[src/rtl/arbitro_vc_destino_if.sv]
// Bundle of the VC-FIFO-side and destination-FIFO-side signals of the VC-to-destination arbiter.
// The slave modport is the arbiter's view. The master modport is the FIFO banks' (or bench's) view.
`timescale 1ns/1ps
interface arbitro_vc_destino_if #(
    parameter int DATA_WIDTH = 6
);
    logic                  active;
    logic                  vc0_empty;
    logic                  vc1_empty;
    logic [DATA_WIDTH-1:0] vc0_data;
    logic [DATA_WIDTH-1:0] vc1_data;
    logic                  d0_almost_full;
    logic                  d1_almost_full;
    logic                  vc0_pop;
    logic                  vc1_pop;
    logic                  d0_push;
    logic                  d1_push;
    logic [DATA_WIDTH-1:0] d_data;
    logic                  grant_vc;
    logic                  blocked;

    modport slave (
        input  active, vc0_empty, vc1_empty, vc0_data, vc1_data,
               d0_almost_full, d1_almost_full,
        output vc0_pop, vc1_pop, d0_push, d1_push, d_data, grant_vc, blocked
    );

    modport master (
        output active, vc0_empty, vc1_empty, vc0_data, vc1_data,
               d0_almost_full, d1_almost_full,
        input  vc0_pop, vc1_pop, d0_push, d1_push, d_data, grant_vc, blocked
    );
endinterface

[src/rtl/arbitro_vc_destino.sv]
// Moves head words from VC0/VC1 into D0/D1. VC0 has priority, and a burst counter guards VC1 against starvation.
// Pops are combinational. The push toward the destination is registered one cycle later.
`timescale 1ns/1ps
module arbitro_vc_destino #(
    parameter int DATA_WIDTH = 6,
    parameter int DEST_BIT   = 4,
    parameter int BURST      = 4
) (
    input  logic                 clk,
    input  logic                 reset,
    arbitro_vc_destino_if.slave  bus
);
    localparam int CNT_W = $clog2(BURST + 1);
    localparam logic [CNT_W-1:0] BURST_C = CNT_W'(BURST);

    logic                  elig0_s;
    logic                  elig1_s;
    logic                  grant0_s;
    logic                  grant1_s;
    logic                  blocked_s;
    logic [DATA_WIDTH-1:0] pop_word_s;
    logic [CNT_W-1:0]      burst_cnt_r;
    logic                  d0_push_r;
    logic                  d1_push_r;
    logic [DATA_WIDTH-1:0] d_data_r;
    logic                  grant_vc_r;
    logic                  blocked_r;

    // Almost-full of the destination selected by the head word's DEST_BIT
    function automatic logic dest_full(input logic [DATA_WIDTH-1:0] word,
                                       input logic af0, input logic af1);
        if (word[DEST_BIT]) begin
            return af1;
        end else begin
            return af0;
        end
    endfunction

    // Eligibility of each VC and the blocked condition
    always_comb begin
        elig0_s   = bus.active && !bus.vc0_empty &&
                    !dest_full(bus.vc0_data, bus.d0_almost_full, bus.d1_almost_full);
        elig1_s   = bus.active && !bus.vc1_empty &&
                    !dest_full(bus.vc1_data, bus.d0_almost_full, bus.d1_almost_full);
        blocked_s = (!bus.vc0_empty || !bus.vc1_empty) && !(elig0_s || elig1_s) && bus.active;
    end

    // Grant selection; VC1 wins a tie only once VC0 has used up its burst
    always_comb begin
        grant0_s = 1'b0;
        grant1_s = 1'b0;
        if (!reset) begin
            grant0_s = 1'b0;
            grant1_s = 1'b0;
        end else begin
            case ({elig0_s, elig1_s})
                2'b11: begin
                    if (burst_cnt_r == BURST_C) begin
                        grant1_s = 1'b1;
                    end else begin
                        grant0_s = 1'b1;
                    end
                end
                2'b10:   grant0_s = 1'b1;
                2'b01:   grant1_s = 1'b1;
                default: begin
                    grant0_s = 1'b0;
                    grant1_s = 1'b0;
                end
            endcase
        end
    end

    assign pop_word_s  = grant1_s ? bus.vc1_data : bus.vc0_data;
    assign bus.vc0_pop = grant0_s;
    assign bus.vc1_pop = grant1_s;

    // Burst counter: counts VC0 wins while VC1 is waiting
    always_ff @(posedge clk or negedge reset) begin
        if (!reset) begin
            burst_cnt_r <= {CNT_W{1'b0}};
        end else if (grant1_s) begin
            burst_cnt_r <= {CNT_W{1'b0}};
        end else if (grant0_s && elig1_s && (burst_cnt_r != BURST_C)) begin
            burst_cnt_r <= burst_cnt_r + CNT_W'(1);
        end else begin
            burst_cnt_r <= burst_cnt_r;
        end
    end

    // Push pipeline stage plus the grant and blocked status registers
    always_ff @(posedge clk or negedge reset) begin
        if (!reset) begin
            d0_push_r  <= 1'b0;
            d1_push_r  <= 1'b0;
            d_data_r   <= {DATA_WIDTH{1'b0}};
            grant_vc_r <= 1'b0;
            blocked_r  <= 1'b0;
        end else begin
            blocked_r <= blocked_s;
            if (grant0_s || grant1_s) begin
                d0_push_r  <= !pop_word_s[DEST_BIT];
                d1_push_r  <= pop_word_s[DEST_BIT];
                d_data_r   <= pop_word_s;
                grant_vc_r <= grant1_s;
            end else begin
                d0_push_r  <= 1'b0;
                d1_push_r  <= 1'b0;
                d_data_r   <= d_data_r;
                grant_vc_r <= grant_vc_r;
            end
        end
    end

    assign bus.d0_push  = d0_push_r;
    assign bus.d1_push  = d1_push_r;
    assign bus.d_data   = d_data_r;
    assign bus.grant_vc = grant_vc_r;
    assign bus.blocked  = blocked_r;
endmodule

[src/flat_wrapper.sv]
// flat-port wrapper written by rule: the top's interface ports become plain ports
module arbitro_vc_destino_flat 
#(
    parameter int DATA_WIDTH = 6,
    parameter int DEST_BIT   = 4,
    parameter int BURST      = 4
)
  (clk, reset, bus_active, bus_vc0_empty, bus_vc1_empty, bus_vc0_data, bus_vc1_data, bus_d0_almost_full, bus_d1_almost_full, bus_vc0_pop, bus_vc1_pop, bus_d0_push, bus_d1_push, bus_d_data, bus_grant_vc, bus_blocked);
  arbitro_vc_destino_if #(.DATA_WIDTH(DATA_WIDTH)) bus_i ();
  input  logic clk;
  input  logic reset;
  input wire logic [$bits(bus_i.active)-1:0] bus_active;
  input wire logic [$bits(bus_i.vc0_empty)-1:0] bus_vc0_empty;
  input wire logic [$bits(bus_i.vc1_empty)-1:0] bus_vc1_empty;
  input wire logic [$bits(bus_i.vc0_data)-1:0] bus_vc0_data;
  input wire logic [$bits(bus_i.vc1_data)-1:0] bus_vc1_data;
  input wire logic [$bits(bus_i.d0_almost_full)-1:0] bus_d0_almost_full;
  input wire logic [$bits(bus_i.d1_almost_full)-1:0] bus_d1_almost_full;
  output wire logic [$bits(bus_i.vc0_pop)-1:0] bus_vc0_pop;
  output wire logic [$bits(bus_i.vc1_pop)-1:0] bus_vc1_pop;
  output wire logic [$bits(bus_i.d0_push)-1:0] bus_d0_push;
  output wire logic [$bits(bus_i.d1_push)-1:0] bus_d1_push;
  output wire logic [$bits(bus_i.d_data)-1:0] bus_d_data;
  output wire logic [$bits(bus_i.grant_vc)-1:0] bus_grant_vc;
  output wire logic [$bits(bus_i.blocked)-1:0] bus_blocked;
  assign bus_i.active = bus_active;
  assign bus_i.vc0_empty = bus_vc0_empty;
  assign bus_i.vc1_empty = bus_vc1_empty;
  assign bus_i.vc0_data = bus_vc0_data;
  assign bus_i.vc1_data = bus_vc1_data;
  assign bus_i.d0_almost_full = bus_d0_almost_full;
  assign bus_i.d1_almost_full = bus_d1_almost_full;
  assign bus_vc0_pop = bus_i.vc0_pop;
  assign bus_vc1_pop = bus_i.vc1_pop;
  assign bus_d0_push = bus_i.d0_push;
  assign bus_d1_push = bus_i.d1_push;
  assign bus_d_data = bus_i.d_data;
  assign bus_grant_vc = bus_i.grant_vc;
  assign bus_blocked = bus_i.blocked;
  arbitro_vc_destino #(.DATA_WIDTH(DATA_WIDTH), .DEST_BIT(DEST_BIT), .BURST(BURST)) u_core (.clk(clk), .reset(reset), .bus(bus_i));
endmodule
[config.mk]
export PLATFORM = sky130hd
export DESIGN_NAME = arbitro_vc_destino_flat
export DESIGN_NICKNAME = d
export VERILOG_FILES = /design/src/rtl/arbitro_vc_destino_if.sv /design/src/rtl/arbitro_vc_destino.sv /design/src/flat_wrapper.sv
export SDC_FILE = /design/constraint.sdc
export NUM_CORES = 1
export LEC_CHECK = 0
export BUFFER_PORTS_ARGS = -buffer_cell sky130_fd_sc_hd__buf_2
export CAP_MARGIN = 10
export CELL_PAD_IN_SITES_DETAIL_PLACEMENT = 1
export CELL_PAD_IN_SITES_GLOBAL_PLACEMENT = 2
export CORE_MARGIN = 2
export CORE_UTILIZATION = 27
export CTS_CLUSTER_DIAMETER = 80
export DETAILED_ROUTE_END_ITERATION = 7
export GPL_TIMING_DRIVEN = 0
export MAX_ROUTING_LAYER = met4
export PLACE_DENSITY_LB_ADDON = 0.1
export SLEW_MARGIN = 20
export SYNTH_ARGS = -nofsm -noshare
export SYNTH_HDL_FRONTEND = slang
export SYNTH_SLANG_ARGS = --single-unit
export TNS_END_PERCENT = 30
[constraint.sdc]
create_clock -name clk -period 1.75 [get_ports clk]
set_input_delay 0.175 -clock clk [delete_from_list [all_inputs] [get_ports clk]]
set_output_delay 0.175 -clock clk [all_outputs]
set_load 0.01 [all_outputs]
== After elaboration in Yosys (flattened, before gate mapping) ==
Index checks and enable logic that the tools add are counted.

* Register bits after elaboration: 13
* Input bits: 19
* Output and inout port bits: 12

* $add $sub $neg: 1
* Equality and inequality tests: 5
* Muxes and demuxes: 13
* Reduce and logical (&&, ||, !) cells: 18

{| class="wikitable"
|+ Operators with widths
! kind !! number
|-
| $logic_and 1x1->1 || 8
|-
| $mux 1 || 8
|-
| $logic_not 1->1 || 6
|-
| $mux 3 || 2
|-
| $mux 6 || 1
|-
| $eq 2x2->1 const B || 2
|-
| $pmux 1 s2 || 2
|-
| $add 3x1->3 const B || 1
|-
| $eq 3x3->1 const B || 1
|-
| $logic_or 1x1->1 || 3
|-
| $ne 3x3->1 const B || 1
|-
| $eq 2x1->1 const B || 1
|-
| $reduce_bool 2->1 || 1
|}

== Logic depth before layout (Yosys ltp) ==
* Depth in word-level cells: 10
* Gate-level depth with buffers: 7
* Mapped depth without buffers: 7

== Least setup slack after synthesis ==
Ideal clock, no wire load.

* Path kind: register -> register
* From: reg u_core.burst_cnt_r[0]
* To: reg u_core.d_data_r[1] (netlist: u_core.bus.d_data[1])
* Library setup time: 0.127 ns
* Data arrival time: 1.525 ns
* Required time: 1.623 ns
* Slack: 0.098 ns
* Stages on the path, launching flop included: 8
* Buffers on the path: 0
* Clock period less this slack: 1.652 ns
* Path through: dfrtp_1 inv_1 ha_1 and2_2 o311ai_4 inv_2 a21oi_1 a22oi_1

* Word-level cells in the longest chain between the ends: 5
* Elaborated cells between the ends (all ways): 9
* Classes of those cells: eq/ne: 1; mux: 7; reduce/logical: 1

{| class="wikitable"
|+ RTL lines
! item !! RTL line !! source
|-
| from (decl) || arbitro_vc_destino.sv:22 || <nowiki>logic [CNT_W-1:0] burst_cnt_r;</nowiki>
|-
| from (signal assigned) || arbitro_vc_destino.sv:81 || <nowiki>burst_cnt_r <= {CNT_W{1'b0}};</nowiki>
|-
| from (signal assigned) || arbitro_vc_destino.sv:83 || <nowiki>burst_cnt_r <= {CNT_W{1'b0}};</nowiki>
|-
| from (signal assigned) || arbitro_vc_destino.sv:85 || <nowiki>burst_cnt_r <= burst_cnt_r + CNT_W'(1);</nowiki>
|-
| $eq 3x3->1 (*) || arbitro_vc_destino.sv:58 || <nowiki>if (burst_cnt_r == BURST_C) begin</nowiki>
|-
| $mux 1 (*) || arbitro_vc_destino.sv:58 ||
|-
| $pmux 1 s2 (*) || arbitro_vc_destino.sv:56 || <nowiki>case ({elig0_s, elig1_s})</nowiki>
|-
| $mux 1 (*) || arbitro_vc_destino.sv:52 || <nowiki>if (!reset) begin</nowiki>
|-
| net bus_vc1_pop || flat_wrapper.sv:20 || <nowiki>output wire logic [$bits(bus_i.vc1_pop)-1:0] bus_vc1_pop;</nowiki>
|-
| $mux 6 or $logic_or 1x1->1 (tied branches) || arbitro_vc_destino.sv:74, arbitro_vc_destino.sv:101 ||
|-
| to (signal assigned) || arbitro_vc_destino.sv:96 || <nowiki>d_data_r <= {DATA_WIDTH{1'b0}};</nowiki>
|-
| to (signal assigned) || arbitro_vc_destino.sv:104 || <nowiki>d_data_r <= pop_word_s;</nowiki>
|-
| to (signal assigned) || arbitro_vc_destino.sv:109 || <nowiki>d_data_r <= d_data_r;</nowiki>
|-
| to (decl) || arbitro_vc_destino.sv:25 || <nowiki>logic [DATA_WIDTH-1:0] d_data_r;</nowiki>
|}

Mark *: on every way through the listed nets, which the timed path passes. The rest lies on a longest branch.
A chain may end at the register's enable or synchronous reset.

== Final worst setup path ==
* From: reg u_core.burst_cnt_r[1]
* To: out bus_vc1_pop

* Word-level cells in the longest chain between the ends: 4

{| class="wikitable"
|+ RTL lines
! item !! RTL line
|-
| $eq 3x3->1 || arbitro_vc_destino.sv:58
|-
| $mux 1 || arbitro_vc_destino.sv:58
|-
| $pmux 1 s2 || arbitro_vc_destino.sv:56
|-
| $mux 1 || arbitro_vc_destino.sv:52
|-
| to (decl) || flat_wrapper.sv:20
|}

Every way passes these cells.

==> reports/metrics.cfg <==
[run_status]
status = finished, final reports clean

[detailed_routing]
drt-pass1-iter-count = 2
top_layer_used = met4
remaining_drc_errors = 0
met3_length_um = 88
routed_wl_mm = 1.849
ant_nets = 0
vias = 677
met2_wirelength_um = 904
via_per_inst = 4.669
met1_length_um = 826
wl_per_cell_um = 12.75
drtIter0Drc = 6

[synth]
synth_area_leaders = dfrtp_1, a22oi_1, a21oi_1, nand2_1, inv_1
ys_seq_area_share_pct = 43.77
synth_most_common_cell = dfrtp_1
synth_top_cell_by_area = dfrtp_1
synthArstFlopShare_pct = 100.0
synth-main-ff-cell = dfrtp_1
syn_area_um2 = 743.2
synth_nets = 94
synth_commonest_cells = dfrtp_1, nand2_1, inv_1
synth_area_per_cell_um2 = 10.18
yosysWarnings = 0
ys_types = 29
synth_top_area_share_pct = 43.77
synth_seq_cells = 13
synth_edf_count = 0
synthCells = 73

[die]
die_y_um = 56.47
num_rows = 19
start_util_pct = 27.67
coreArea_mm2 = 0.002686
ios = 31
die_area_mm2 = 0.003188
die_x_um = 56.47

[sta]
maxSlewHeadroom_pct = 56.15
final.period_utilization_pct = 98.56
grt_setup_unrepaired = true
hold_violations = 0
fmax_mhz = 579.8
clock_skew_ns = 0.001628
worst_hold_slack_ns = 0.1174
timing.final.ws_setup_ns = 0.02518
drv_slew = 0
worst_slew_pin_slew_ns = 0.6555
setup_viol = 0
min_period_ns = 1.725

[min_path]
holdPathStages = 2
worstHoldStart = bus_vc0_empty
hold_end = u_core.bus.blocked
hold_class = input pin to flop

[cells_and_area]
nets = 136
fin_cells = 145
n_antenna_cell = 0
num-fill-cells = 326
area_growth_pct = 39.56
drive_gt1_share_pct = 48.25

[power_and_ir_drop]
p_leak_nw = 0.5392
vdd_ir_drop_max_uv = 441.7
p_per_area_mw_per_mm2 = 765.9

[global_route]
grt_max_degree = 14
antenna_found_initial = 0
grt-ovfl-total = 0
grtUsageTotal_pct = 13.25
grt_pass1_wl_mm = 3.070
grt_pass1_vias = 699

[clocking]
htreeDepth = 1
clkTransAtPathRegs_ns = 0.08
numCtsBuffers = 3
insertion_delay_ns = 0.27
clk_path_buf_depth = 2
cts_tree = yes
cts-root-buf = clkbuf_4
clock_sinks = 13

[placed_design]
gp_congestion = 0.6957
dp_hpwl_mm = 1.336
place_worst_setup_slack_ns = -0.1457
portBuffers = 30
dp.cells = 134

[setup_path]
worstRegToRegCells = 8
r2r_slack_ns = 0.10
crit_start = u_core.burst_cnt_r[1]
rr_startpoint = u_core.burst_cnt_r[1]
worst_setup_path_start_kind = flop
critical_path_class = flop to output port
r2r-end = u_core.bus.d_data[1]
cp-end-kind = output port
critPathArrivalTime_ns = 1.55
required_ns = 1.57
crit_fanout = 4

[run]
max_cap_violations = 0

==> stage by stage <==
step / cell area (um2) / TNS [ns] / util [%] / power [mW]
after global placement: 932.1 / -0.6441 / 34.70 / 0.5803
after global routing: 1037 / -0.08178 / 38.61 / 0.8627
after detailed placement: 932.1 / -0.7685 / 34.70 / 0.5855
after CTS: 1006 / 0 / 37.45 / 0.7923
after floorplan: 743.2 / 0 / - / 0.4919
final: 1037 / 0 / 38.61 / 0.7944
==> sequential cells by signal (all words and copies together) (netlist names) <==
name and count:
u_core.burst_cnt_r 3, u_core.bus.blocked 1, u_core.bus.d0_push 1, u_core.bus.d1_push 1, u_core.bus.d_data 6, u_core.bus.grant_vc 1
==> logic make-up after synthesis <==
kind of cell,count (synthesis),share of synthesized area (%)
fa+ha+maj,2,3.366
compound gates,19,20.54
xor+xnor,1,1.179
mux,5,8.248
simple gates,23,16.84
buf+inv,10,6.060
flops,13,43.77
==> per-layer routing <==
metal  track usage [%]  vias up
met5                 -        -
met4             8.163        0
met3             3.456        2
met2             20.43       17
met1             15.30      319
li1                  -      339
==> worst max-delay path by stage <==
stage | end | slack [ns] | cells after the start
finish | bus_vc1_pop | 0.03 | 6
global route | bus_vc1_pop | -0.07 | 6
CTS | bus_vc1_pop | 0.003 | 6
detailed placement | u_core.bus.d_data[1] | -0.15 | 7
global placement | u_core.bus.d_data[1] | -0.12 | 7
floorplan | u_core.bus.d_data[1] | 0.1 | 7
==> report_power, final <==
part,switching (mW),internal (mW),total [mW]
clock,0.0978,0.0883,0.186
sequential,0.0223,0.346,0.368
combinational,0.120,0.120,0.240
==> layout make-up <==
cell class | instances | area (um2) | area share [%]
Buffer | 1 | 11.26 | 1.086
Clock buffer | 4 | 26.28 | 2.533
Inverter | 9 | 33.78 | 3.257
Multi-Input combinational cell | 50 | 390.4 | 37.64
Sequential cell | 13 | 325.3 | 31.36
Tap cell | 31 | 38.79 | 3.739
Timing Repair Buffer | 37 | 211.5 | 20.39
==> placed cells by master (no fill, tap or decap), types with 2 or more instances in the layout <==
cell type,count
buf_2,29
dfrtp_1,13
nand2_1,9
a21oi_1,6
inv_1,6
buf_4,6
a22oi_1,5
nor2_1,4
inv_2,3
clkbuf_4,3
mux2_2,2
a211oi_1,2
nand3_1,2
buf_6,2
==> critical path, stage by stage (launching register included) <==
cell and delay [ns]:
dfrtp_1 0.39, inv_2 0.06, ha_4 0.15, and2_4 0.16, o311ai_4 0.29, inv_2 0.10
buf_6 0.13
==> repair_timing <==
item	in CTS	in global routing
gates cloned	0	0
hold endpoints to repair	13	0
gates resized for setup	2	5
pin swaps	1	1
hold buffers	1	0
setup buffers	4	2
endpoints found under the setup margin	7	2
Power figures use the tool's default switching activity.
